## config.mk

```make
export PLATFORM = sky130hd
export DESIGN_NAME = crc8_serial_flat
export DESIGN_NICKNAME = d
export VERILOG_FILES = /design/src/rtl/crc_pkg.sv /design/src/rtl/crc8_serial_if.sv /design/src/rtl/crc8_serial.sv /design/src/flat_wrapper.sv
export SDC_FILE = /design/constraint.sdc
export NUM_CORES = 1
export LEC_CHECK = 0
export ABC_AREA = 1
export ABC_CLOCK_PERIOD_IN_PS = 800
export BUFFER_PORTS_ARGS = -buffer_cell sky130_fd_sc_hd__buf_2
export CELL_PAD_IN_SITES_DETAIL_PLACEMENT = 1
export CELL_PAD_IN_SITES_GLOBAL_PLACEMENT = 2
export CORE_ASPECT_RATIO = 1.1
export CORE_MARGIN = 2
export CORE_UTILIZATION = 26
export DETAILED_ROUTE_END_ITERATION = 12
export PLACE_DENSITY_LB_ADDON = 0.1
export SLEW_MARGIN = 20
export SYNTH_ARGS = -nofsm -noshare
export SYNTH_HDL_FRONTEND = slang
export SYNTH_SLANG_ARGS = --single-unit
```

## constraint.sdc

```tcl
create_clock -name CLK -period 0.8 [get_ports CLK]
set_input_delay 0.04 -clock CLK [delete_from_list [all_inputs] [get_ports CLK]]
set_output_delay 0.04 -clock CLK [all_outputs]
set_load 0.02 [all_outputs]
```

## src/rtl/crc_pkg.sv

```systemverilog
// rtl/crc_pkg.sv - CRC-8 width, default polynomial and single-bit step functions
package crc_pkg;

    localparam int          CRC_W             = 8;
    localparam logic [7:0]  CRC8_POLY_DEFAULT = 8'h07;

    // Augmented division: shift the new bit in, subtract P when x^8 falls out.
    function automatic logic [CRC_W-1:0] crc8_div_step(
        input logic [CRC_W-1:0] r,
        input logic             din,
        input logic [CRC_W-1:0] poly
    );
        logic [CRC_W:0] t;
        t = {r, din};
        return t[CRC_W] ? (t[CRC_W-1:0] ^ poly) : t[CRC_W-1:0];
    endfunction

    // Direct LFSR: the input bit is folded into the feedback, so no augmentation is needed.
    function automatic logic [CRC_W-1:0] crc8_lfsr_step(
        input logic [CRC_W-1:0] r,
        input logic             din,
        input logic [CRC_W-1:0] poly
    );
        logic fb;
        fb = din ^ r[CRC_W-1];
        return {r[CRC_W-2:0], 1'b0} ^ (fb ? poly : '0);
    endfunction

endpackage

```

## src/rtl/crc8_serial_if.sv

```systemverilog
// rtl/crc8_serial_if.sv - serial bit input and the two CRC register outputs
interface crc8_serial_if;
    import crc_pkg::*;

    logic             in;
    logic [CRC_W-1:0] crc1;
    logic [CRC_W-1:0] crc2;

    modport master (output in, input crc1, input crc2);
    modport slave  (input in, output crc1, output crc2);

endinterface

```

## src/rtl/crc8_serial.sv

```systemverilog
// rtl/crc8_serial.sv - bit-serial CRC-8 with division-style and LFSR registers in parallel
module crc8_serial
    import crc_pkg::*;
#(
    parameter logic [CRC_W-1:0] POLY = CRC8_POLY_DEFAULT,
    parameter logic [CRC_W-1:0] INIT = 8'h00
) (
    input  logic          CLK,
    input  logic          RST,
    crc8_serial_if.slave  bus
);

    logic [CRC_W-1:0] crc1_q, crc1_d;
    logic [CRC_W-1:0] crc2_q, crc2_d;

    always_comb begin
        crc1_d = crc8_div_step(crc1_q, bus.in, POLY);
        crc2_d = crc8_lfsr_step(crc2_q, bus.in, POLY);
    end

    always_ff @(posedge CLK) begin
        if (RST) begin
            crc1_q <= INIT;
            crc2_q <= INIT;
        end else begin
            crc1_q <= crc1_d;
            crc2_q <= crc2_d;
        end
    end

    assign bus.crc1 = crc1_q;
    assign bus.crc2 = crc2_q;

endmodule

```

## src/flat_wrapper.sv

```systemverilog
// flat-port wrapper written by rule: the top's interface ports become plain ports
module crc8_serial_flat import crc_pkg::*;
#(
    parameter logic [CRC_W-1:0] POLY = CRC8_POLY_DEFAULT,
    parameter logic [CRC_W-1:0] INIT = 8'h00
)
  (CLK, RST, bus_in, bus_crc1, bus_crc2);
  crc8_serial_if bus_i ();
  input  logic CLK;
  input  logic RST;
  input wire logic [$bits(bus_i.in)-1:0] bus_in;
  output wire logic [$bits(bus_i.crc1)-1:0] bus_crc1;
  output wire logic [$bits(bus_i.crc2)-1:0] bus_crc2;
  assign bus_i.in = bus_in;
  assign bus_crc1 = bus_i.crc1;
  assign bus_crc2 = bus_i.crc2;
  crc8_serial #(.POLY(POLY), .INIT(INIT)) u_core (.CLK(CLK), .RST(RST), .bus(bus_i));
endmodule
```

==> out/summary.txt, run 1 <==
routability cong.: 0.6286
failing checks: setup timing
Req. time, crit path: 0.76 ns
Final Cycle Share: 102.7%
setup_tns: -0.02532 ns
Final WS setup: -0.02136 ns
first-pass GRT wire length: 1.890 mm
vias in the first global route: 446
Rows: 18
part of the Yosys area used for sequential elements: 54.58%
Final min period: 0.8214 ns
DP Wirelength: 781.7 µm
Synth area leaders: dfxtp_1 55%, buf_4 13%, nor2_1 11%
# setup viols final: 3
Synth top area share: 54.58%
Post-Route WL: 1.125 mm
dpl cells: 109
Post-synth EDFFs: 0
Detailed Routing Iterations Pass 1: 3
CP max stage delay: 0.37 ns
asr flop ratio synth: 0%
critical path arrival: 0.78 ns
Worst-Margin Slew: 0.1581 ns
Critical Path Source Type: flop
worst path buffer plus inverter count: 1
area grow syn2layout: 53.73%
largest net degree at the start of global routing: 11
Fillers: 264
Leakage: 0.0004137 µW
clock transition at the registers of the reported paths: 0.10 ns
PortBufs: 18
grt ovf: 0
Die H: 53.83 µm
most common cell in the netlist: nor2_1
die area: 2653 µm²
Final Power: 1547 µW
number of H-tree levels: 1
fmax: 1.217 GHz
cell taking the most area after synthesis: dfxtp_1
number of unique standard cell types used by synthesis: 10
max-cap viol count: 0
Critical-path top delay cell: dfxtp_4
Avg WL per Cell: 9.298 µm
Mapped Area: 586.8 µm²
area of the core: 2185 µm²
Top Ports: 19
Crit. End Element: primary output
Global Route Usage Sum: 10.04%
die span in x: 49.30 µm
Mapped Avg Cell Area: 8.265 µm²
#FFs+latches synth: 16
Initial Util: 26.86%
top_reg_cell synth: dfxtp_1
drt via density: 3.843
layout cell share with drive strength beyond 1: 57.14%
clock skew: 0.005936 ns
initial antenna violation count: 0
CP top delay family: flip-flops
clk_lat worst skew: 0.28 ns
via count: 465
Num CTS Buffers: 3
Root Driver: clkbuf_4
reg2reg setup slack: 0 ns
# clock sinks: 16
DRT iter0 DRCs: 2
Final ANT Viol Nets: 0
# diodes: 0
Mapped Cells: 71
Post-Layout Cell Count: 121
Power per Cell Area: 1714 nW/µm²
Crit Path Class: flop to primary output
status: finished, violations left
Synth top cells by count: 17 x nor2_1, 16 x dfxtp_1, 14 x inv_1
yosys warns: 0
Final Slew Violations: 0
Max-Slew Margin vs Limit: 89.46%
Fin. Hold Viols: 0
Syn Nets: 74
nets@finish: 95
# hold bufs at CTS: 0
Clock Tree Buf Depth: 2
CP cell instances: buf_6
Remaining DRCs: 0
CTS tree: yes
Max FO, Critical Path: 4
RSZ-0062 raised after global routing: true
Max VDD drop: 0.7848 mV
Worst Hold Class: input pin to flop
[what timing repair did]
| item | CTS | global route |
|---|---|---|
| setup endpoints to repair | 17 | 21 |
| buffers inserted | 5 | 3 |
| gates cloned | 0 | 0 |
| pin swaps | 0 | 2 |
| resized for setup | 49 | 4 |
[cell families (layout without fill, tap and decap cells)]
logic type | count (synthesis) | after routing | synth area share, %
XOR/XNOR | 3 | 3 | 4.478
AND/OR/NAND/NOR | 26 | 26 | 17.48
flip-flops | 16 | 16 | 54.58
buffers and inverters | 25 | 45 | 22.60
AO/OA/AOI/OAI | 1 | 1 | 0.8521
[worst paths after layout]
| check | startpoint | to | cells after the start |
|---|---|---|---|
| worst max-delay path | u_core.bus.crc2[7] | bus_crc2[7] | 1 |
| worst min-delay path | RST | u_core.bus.crc2[0] | 2 |
| worst max register to register | u_core.bus.crc2[7] | u_core.bus.crc2[1] | 4 |
| worst min register to register | u_core.bus.crc2[3] | u_core.bus.crc2[4] | 2 |
[routing by layer]
layer  vias up  global-route usage, %  share of wire (%)
met2         9                  16.22                 54
met4         0                  8.571                1.1
li1        235                      -                  -
met1       219                  10.81                 42
met3         2                  3.333                3.1
met5         -                      0                  0
[area by class of cell]
type / count / area (µm²) / share of cell area, %
Clock buffer: 4 / 36.28 / 4.022
Tap cell: 30 / 37.54 / 4.161
Timing Repair Buffer: 27 / 274.0 / 30.37
Sequential cell: 16 / 345.3 / 38.28
Inverter: 14 / 52.55 / 5.825
Multi-Input combinational cell: 30 / 156.4 / 17.34
[power breakdown]
part | switching [µW] | internal, µW
clock network | 247 | 277
logic | 88.9 | 96.3
registers | 17.3 | 820
total | 353 | 1190
[flip-flops by register name (all words and copies together) (netlist names)]
register and flops:
u_core.bus.crc2 8, u_core.bus.crc1 8
[per-stage QoR]
stage               worst slack (ns)  hold WS, ns  cell area [µm²]  util (%)
floorplan                    0.02079       0.1016            591.8         -
global placement             0.01542       0.3368            659.4     30.18
detailed placement           0.01123       0.3468            659.4     30.18
CTS                         -0.04133      0.02744            863.3     39.52
global route                -0.07092      0.01753            902.1     41.29
finish                      -0.02136      0.02705            902.1     41.29
[cell usage in the layout (no fill, tap or decap)]
cell	instances
clkbuf_8	1
buf_12	1
nand3_1	2
inv_2	1
nand2_2	1
nor2_1	17
buf_4	7
buf_6	17
nand2_4	1
dfxtp_4	2
nand2_1	5
buf_2	2
xnor2_2	2
clkbuf_4	3
xnor2_1	1
inv_1	13
a21oi_1	1
dfxtp_2	14
Note: power is estimated with default switching activity, not from simulation.
==> run 2, diff against run 1 <==
--- a/config.mk
+++ b/config.mk
@@ -6,15 +6,16 @@
 export NUM_CORES = 1
 export LEC_CHECK = 0
 export ABC_AREA = 1
-export ABC_CLOCK_PERIOD_IN_PS = 800
+export ABC_CLOCK_PERIOD_IN_PS = 950
 export BUFFER_PORTS_ARGS = -buffer_cell sky130_fd_sc_hd__buf_2
 export CELL_PAD_IN_SITES_DETAIL_PLACEMENT = 1
 export CELL_PAD_IN_SITES_GLOBAL_PLACEMENT = 2
 export CORE_ASPECT_RATIO = 1.1
 export CORE_MARGIN = 2
-export CORE_UTILIZATION = 26
+export CORE_UTILIZATION = 28
 export DETAILED_ROUTE_END_ITERATION = 12
 export PLACE_DENSITY_LB_ADDON = 0.1
+export RECOVER_POWER = 50
 export SLEW_MARGIN = 20
 export SYNTH_ARGS = -nofsm -noshare
 export SYNTH_HDL_FRONTEND = slang
==> constraint.sdc (replaced) <==
create_clock -name CLK -period 0.95 [get_ports CLK]
set_input_delay 0.0475 -clock CLK [delete_from_list [all_inputs] [get_ports CLK]]
set_output_delay 0.0475 -clock CLK [all_outputs]
set_load 0.02 [all_outputs]
==> out/summary.txt, run 2 (same netlist as run 1, synthesis figures left out) <==
dpl cells: 106 (-2.8%)
first-pass GRT wire length: 1.545 mm (-18%)
Crit Path Class: flop to primary output
Final min period: 0.8799 ns
Worst Hold Class: input pin to flop
Final Cell Area: 653.1 µm² (-28%)
number of H-tree levels: 1 (unchanged)
critical path arrival: 0.83 ns (+0.05 ns)
most frequent cells in the layout: 18 x buf_2, 17 x nor2_1, 15 x dfxtp_1, 14 x inv_1, 7 x nand2_1
Max VDD drop: 0.6802 mV (-13%)
Final Power: 1134 µW (-27%)
CP top delay family: flip-flops
commonest non-fill, non-tap cell in the layout: buf_2
initial antenna violation count: 0 (unchanged)
PortBufs: 18 (unchanged)
fin util: 32.67% (-8.6 points)
placed cell area: 631.9 µm² (-4.2%)
DP Wirelength: 719.8 µm (-7.9%)
clock skew: 0.0002683 ns (-0.005668 ns)
layout cell share with drive strength beyond 1: 27.16% (-30 points)
largest net degree at the start of global routing: 16 (+5)
area grow syn2layout: 11.30%
clk_lat worst skew: 0.27 ns (about the same)
fmax: 1.136 GHz
Post-Route WL: 941 µm (-16%)
grt ovf: 0 (unchanged)
Die H: 52.02 µm (-3.4%)
Critical Path Source Type: flop
Final Cycle Share: 92.63%
RSZ-0062 raised after global routing: false
routability cong.: 0.6131 (-2.5%)
DRT iter0 DRCs: 0 (-2)
Remaining DRCs: 0 (unchanged)
Top Ports: 19 (unchanged)
Fin. Hold Viols: 0 (unchanged)
# clock sinks: 16 (unchanged)
# diodes: 0 (unchanged)
Final Slew Violations: 0 (unchanged)
Power per Cell Area: 1736 nW/µm² (+1.3%)
# hold bufs at CTS: 0 (unchanged)
vias in the first global route: 410 (-8.1%)
Avg WL per Cell: 8.633 µm (-7.1%)
nets@finish: 86 (-9.5%)
Num CTS Buffers: 3 (unchanged)
Critical-path top delay cell: dfxtp_2
Initial Util: 29.35% (+2.5 points)
Crit. End Element: primary output
CP cell instances: buf_2
max-cap viol count: 0 (unchanged)
drt via density: 3.771 (-1.9%)
Worst-Margin Slew: 0.2644 ns (+0.1063 ns)
status: complete, no violations
CTS tree: yes
die area: 2479 µm² (-6.6%)
Final ANT Viol Nets: 0 (unchanged)
post-CTS sizing: 1 (-98%)
area of the core: 1999 µm² (-8.5%)
via count: 411 (-12%)
setup_tns: 0 ns (+0.02532 ns)
worst path buffer plus inverter count: 1 (unchanged)
Root Driver: clkbuf_4
Leakage: 0.0003246 µW (-22%)
die span in x: 47.65 µm (-3.3%)
Post-Layout Cell Count: 109 (-9.9%)
clock transition at the registers of the reported paths: 0.08 ns (-0.02 ns)
CP max stage delay: 0.38 ns (about the same)
Detailed Routing Iterations Pass 1: 1 (-2)
Req. time, crit path: 0.90 ns (+0.14 ns)
Clock Tree Buf Depth: 2 (unchanged)
Max FO, Critical Path: 4 (unchanged)
Max-Slew Margin vs Limit: 82.37% (-7.1 points)
Global Route Usage Sum: 9.203% (-0.83 points)
Rows: 17 (-1)
postcts setup bufs: 0 (-5)
# setup viols final: 0 (-3)
run 2: cell types whose count changed in the layout (fill, tap and decap cells not counted), sizes merged:
cell    change
clkbuf      -1
buf         -9
run 2: routing by layer:
layer	global-route usage [%]	up-vias	wire length (µm)
met2	15.09	9	461
met3	3.125	2	46
li1	-	212	-
met5	0	-	0
met4	6.757	0	8
met1	9.208	188	424
run 2: power breakdown:
group	switching (µW)	total (µW)	internal, µW
Clock	186	333	147
Sequential	10.9	703	692
Combinational	65.0	98.2	33.2
run 2: cell type report:
| class | count | area, µm² |
|---|---|---|
| clock buffers | 3 | 22.52 |
| well taps | 28 | 35.03 |
| repair buffers | 18 | 90.09 |
| fillers | 274 | 1346 |
| multi-input cells | 30 | 131.4 |
| flip-flops and latches | 16 | 321.6 |
| inverters | 14 | 52.55 |
run 2: final timing paths:
check / startpoint / to / slack [ns] / cells after the start
setup / recovery: u_core.bus.crc1[7] / bus_crc1[7] / 0.07 / 1
hold / removal: bus_in / u_core.bus.crc1[0] / 0.07 / 3
setup reg to reg: u_core.bus.crc2[7] / u_core.bus.crc2[1] / 0.10 / 5
hold reg to reg: u_core.bus.crc1[3] / u_core.bus.crc1[4] / 0.42 / 2
run 2: per-stage QoR:
| stage | hold slack [ns] | worst slack, ns |
|---|---|---|
| floorplan | 0.1187 | 0.04266 |
| global placement | 0.3487 | 0.1183 |
| detailed placement | 0.3597 | 0.1107 |
| CTS | 0.06281 | 0.03995 |
| global route | 0.07738 | 0.006655 |
| finish | 0.07479 | 0.07006 |
==> run 3, diff against run 2 <==
--- a/config.mk
+++ b/config.mk
@@ -14,7 +14,7 @@
 export CORE_MARGIN = 2
 export CORE_UTILIZATION = 28
 export DETAILED_ROUTE_END_ITERATION = 12
-export PLACE_DENSITY_LB_ADDON = 0.1
+export PLACE_DENSITY = 0.84
 export RECOVER_POWER = 50
 export SLEW_MARGIN = 20
 export SYNTH_ARGS = -nofsm -noshare
==> out/summary.txt, run 3 (same netlist as run 1, synthesis figures left out) <==
grt ovf: 0 (unchanged)
CP max stage delay: 0.38 ns (about the same)
critical path arrival: 0.84 ns (about the same)
Num CTS Buffers: 3 (unchanged)
area of the core: 1999 µm² (unchanged)
WP depth: 1 (unchanged)
CP top delay family: flip-flops
Critical Path Source Type: flop
routability cong.: 0.6328 (+3.2%)
Max FO, Critical Path: 4 (unchanged)
Rows: 17 (unchanged)
Reg2Reg Depth: 5 (unchanged)
max-cap viol count: 0 (unchanged)
vias in the first global route: 416 (+1.5%)
Post-Layout Cell Count: 110 (+0.92%)
Post-Route WL: 953 µm (+1.3%)
CTS tree: yes
Sw Share: 22.32% (-0.79 points)
worst hold path cell count: 3 (unchanged)
Combinational Power Share: 8.0% (-0.7 points)
Die H: 52.02 µm (unchanged)
via count: 423 (+2.9%)
setup_tns: 0 ns (unchanged)
Clock Tree Buf Depth: 2 (unchanged)
Remaining DRCs: 0 (unchanged)
Seq pwr share: 57.0% (-5.0 points)
Final Cycle Share: 93.73% (+1.1 points)
Critical-path top delay cell: dfxtp_1
Worst-Margin Slew: 0.2627 ns (-0.001691 ns)
clock skew: 0.0008072 ns (+0.0005388 ns)
Final min period: 0.8904 ns (+0.01047 ns)
worst path buffer plus inverter count: 1 (unchanged)
Crit. End Element: primary output
DP Wirelength: 745.4 µm (+3.6%)
# diodes: 0 (unchanged)
area grow syn2layout: 13.65%
Root Driver: clkbuf_4
Final Slew Violations: 0 (unchanged)
drt via density: 3.845 (+2.0%)
dpl cells: 106 (unchanged)
Max VDD drop: 1.266 mV (+86%)
crit path launch: u_core.bus.crc2[7]
P_sw: 275.2 µW (+5.0%)
Worst Min Path Start: bus_in
clock transition at the registers of the reported paths: 0.09 ns (about the same)
# setup viols final: 0 (unchanged)
die span in x: 47.65 µm (unchanged)
CP cell instances: buf_2
nets@finish: 86 (unchanged)
status: complete, no violations
layout cell share with drive strength beyond 1: 28.05% (+0.89 points)
Max-Slew Margin vs Limit: 82.49% (+0.11 points)
Crit Path Class: flop to primary output
Req. time, crit path: 0.90 ns (about the same)
fin util: 33.35% (+0.69 points)
largest net degree at the start of global routing: 16 (unchanged)
die area: 2479 µm² (unchanged)
clk_lat worst skew: 0.27 ns (about the same)
# clock sinks: 16 (unchanged)
first-pass GRT wire length: 1.614 mm (+4.5%)
fmax: 1.123 GHz (-1.2%)
clock share of power: 34.9% (+5.6 points)
Final ANT Viol Nets: 0 (unchanged)
postcts setup bufs: 0 (unchanged)
Worst Hold Class: input pin to flop
RSZ-0062 raised after global routing: false
Detailed Routing Iterations Pass 1: 1 (unchanged)
Initial Util: 29.35% (unchanged)
Fin. Hold Viols: 0 (unchanged)
# hold bufs at CTS: 0 (unchanged)
Power per Cell Area: 1849 nW/µm² (+6.5%)
Avg WL per Cell: 8.664 µm (+0.35%)
internal power: 958.0 µW (+9.9%)
initial antenna violation count: 0 (unchanged)
PortBufs: 18 (unchanged)
number of H-tree levels: 1 (unchanged)
worst r2r src: u_core.bus.crc2[7]
Top Ports: 19 (unchanged)
Leakage: 0.0003312 µW (+2.0%)
DRT iter0 DRCs: 0 (unchanged)
most frequent cells in the layout: 17 x nor2_1, 17 x buf_2, 15 x dfxtp_1, 14 x inv_1, 7 x nand2_1
Final Power: 1233 µW (+8.8%)
Global Route Usage Sum: 9.426% (+0.22 points)
-- run 3: cell types whose count changed in the layout (fill, tap and decap cells not counted) --
cell      change
buf_2         -1
clkbuf_2      +1
clkbuf_8      +1
-- run 3: metrics by stage --
stage	hold WS (ns)	setup slack (ns)	cell area, µm²
6_report	0.06993	0.05959	666.9
5_1_grt	0.07060	0.005229	666.9
4_1_cts	0.05947	0.03950	669.4
3_5_place_dp	0.3642	0.1249	631.9
3_3_place_gp	0.3463	0.1798	631.9
2_1_floorplan	0.1187	0.04266	586.8
-- run 3: area by class of cell --
cell class / count / area [µm²]
Timing Repair Buffer: 18 / 90.09
Clock buffer: 4 / 36.28
Tap cell: 28 / 35.03
Multi-Input combinational cell: 30 / 131.4
Sequential cell: 16 / 321.6
Fill cell: 269 / 1333
Inverter: 14 / 52.55
-- run 3: per-layer routing --
layer	global-route usage, %	share of wire (%)	vias up
met1	9.263	46	193
met3	5.903	7.2	2
met2	15.32	45	14
met5	0	0	-
met4	4.054	0.84	0
li1	-	-	214
-- run 3: power by group through the flow --
stage / Sequential [µW] / Clock [µW] / Combinational, µW
final: 703 / 431 / 98.9
after detailed placement: 720 / 0 / 102
after global placement: 719 / 0 / 99.4
after floorplan: 731 / 0 / 68.8
after global routing: 707 / 492 / 112
after CTS: 704 / 463 / 102
-- run 3: final timing paths --
check        slack [ns]            endpoint
min reg2reg        0.42  u_core.bus.crc2[4]
min                0.07  u_core.bus.crc1[0]
max                0.06         bus_crc2[7]
max reg2reg        0.10  u_core.bus.crc2[1]
-- run 3: worst min-delay path, stage by stage --
cell and delay, ns:
buf_2 0.12, xnor2_1 0.07, nor2_1 0.07
-- run 3: timing repair --
item / in CTS / in global routing
resized for setup: 1 / 0
setup endpoints to repair: 1 / 0
endpoints found under the hold margin: 0 / 0
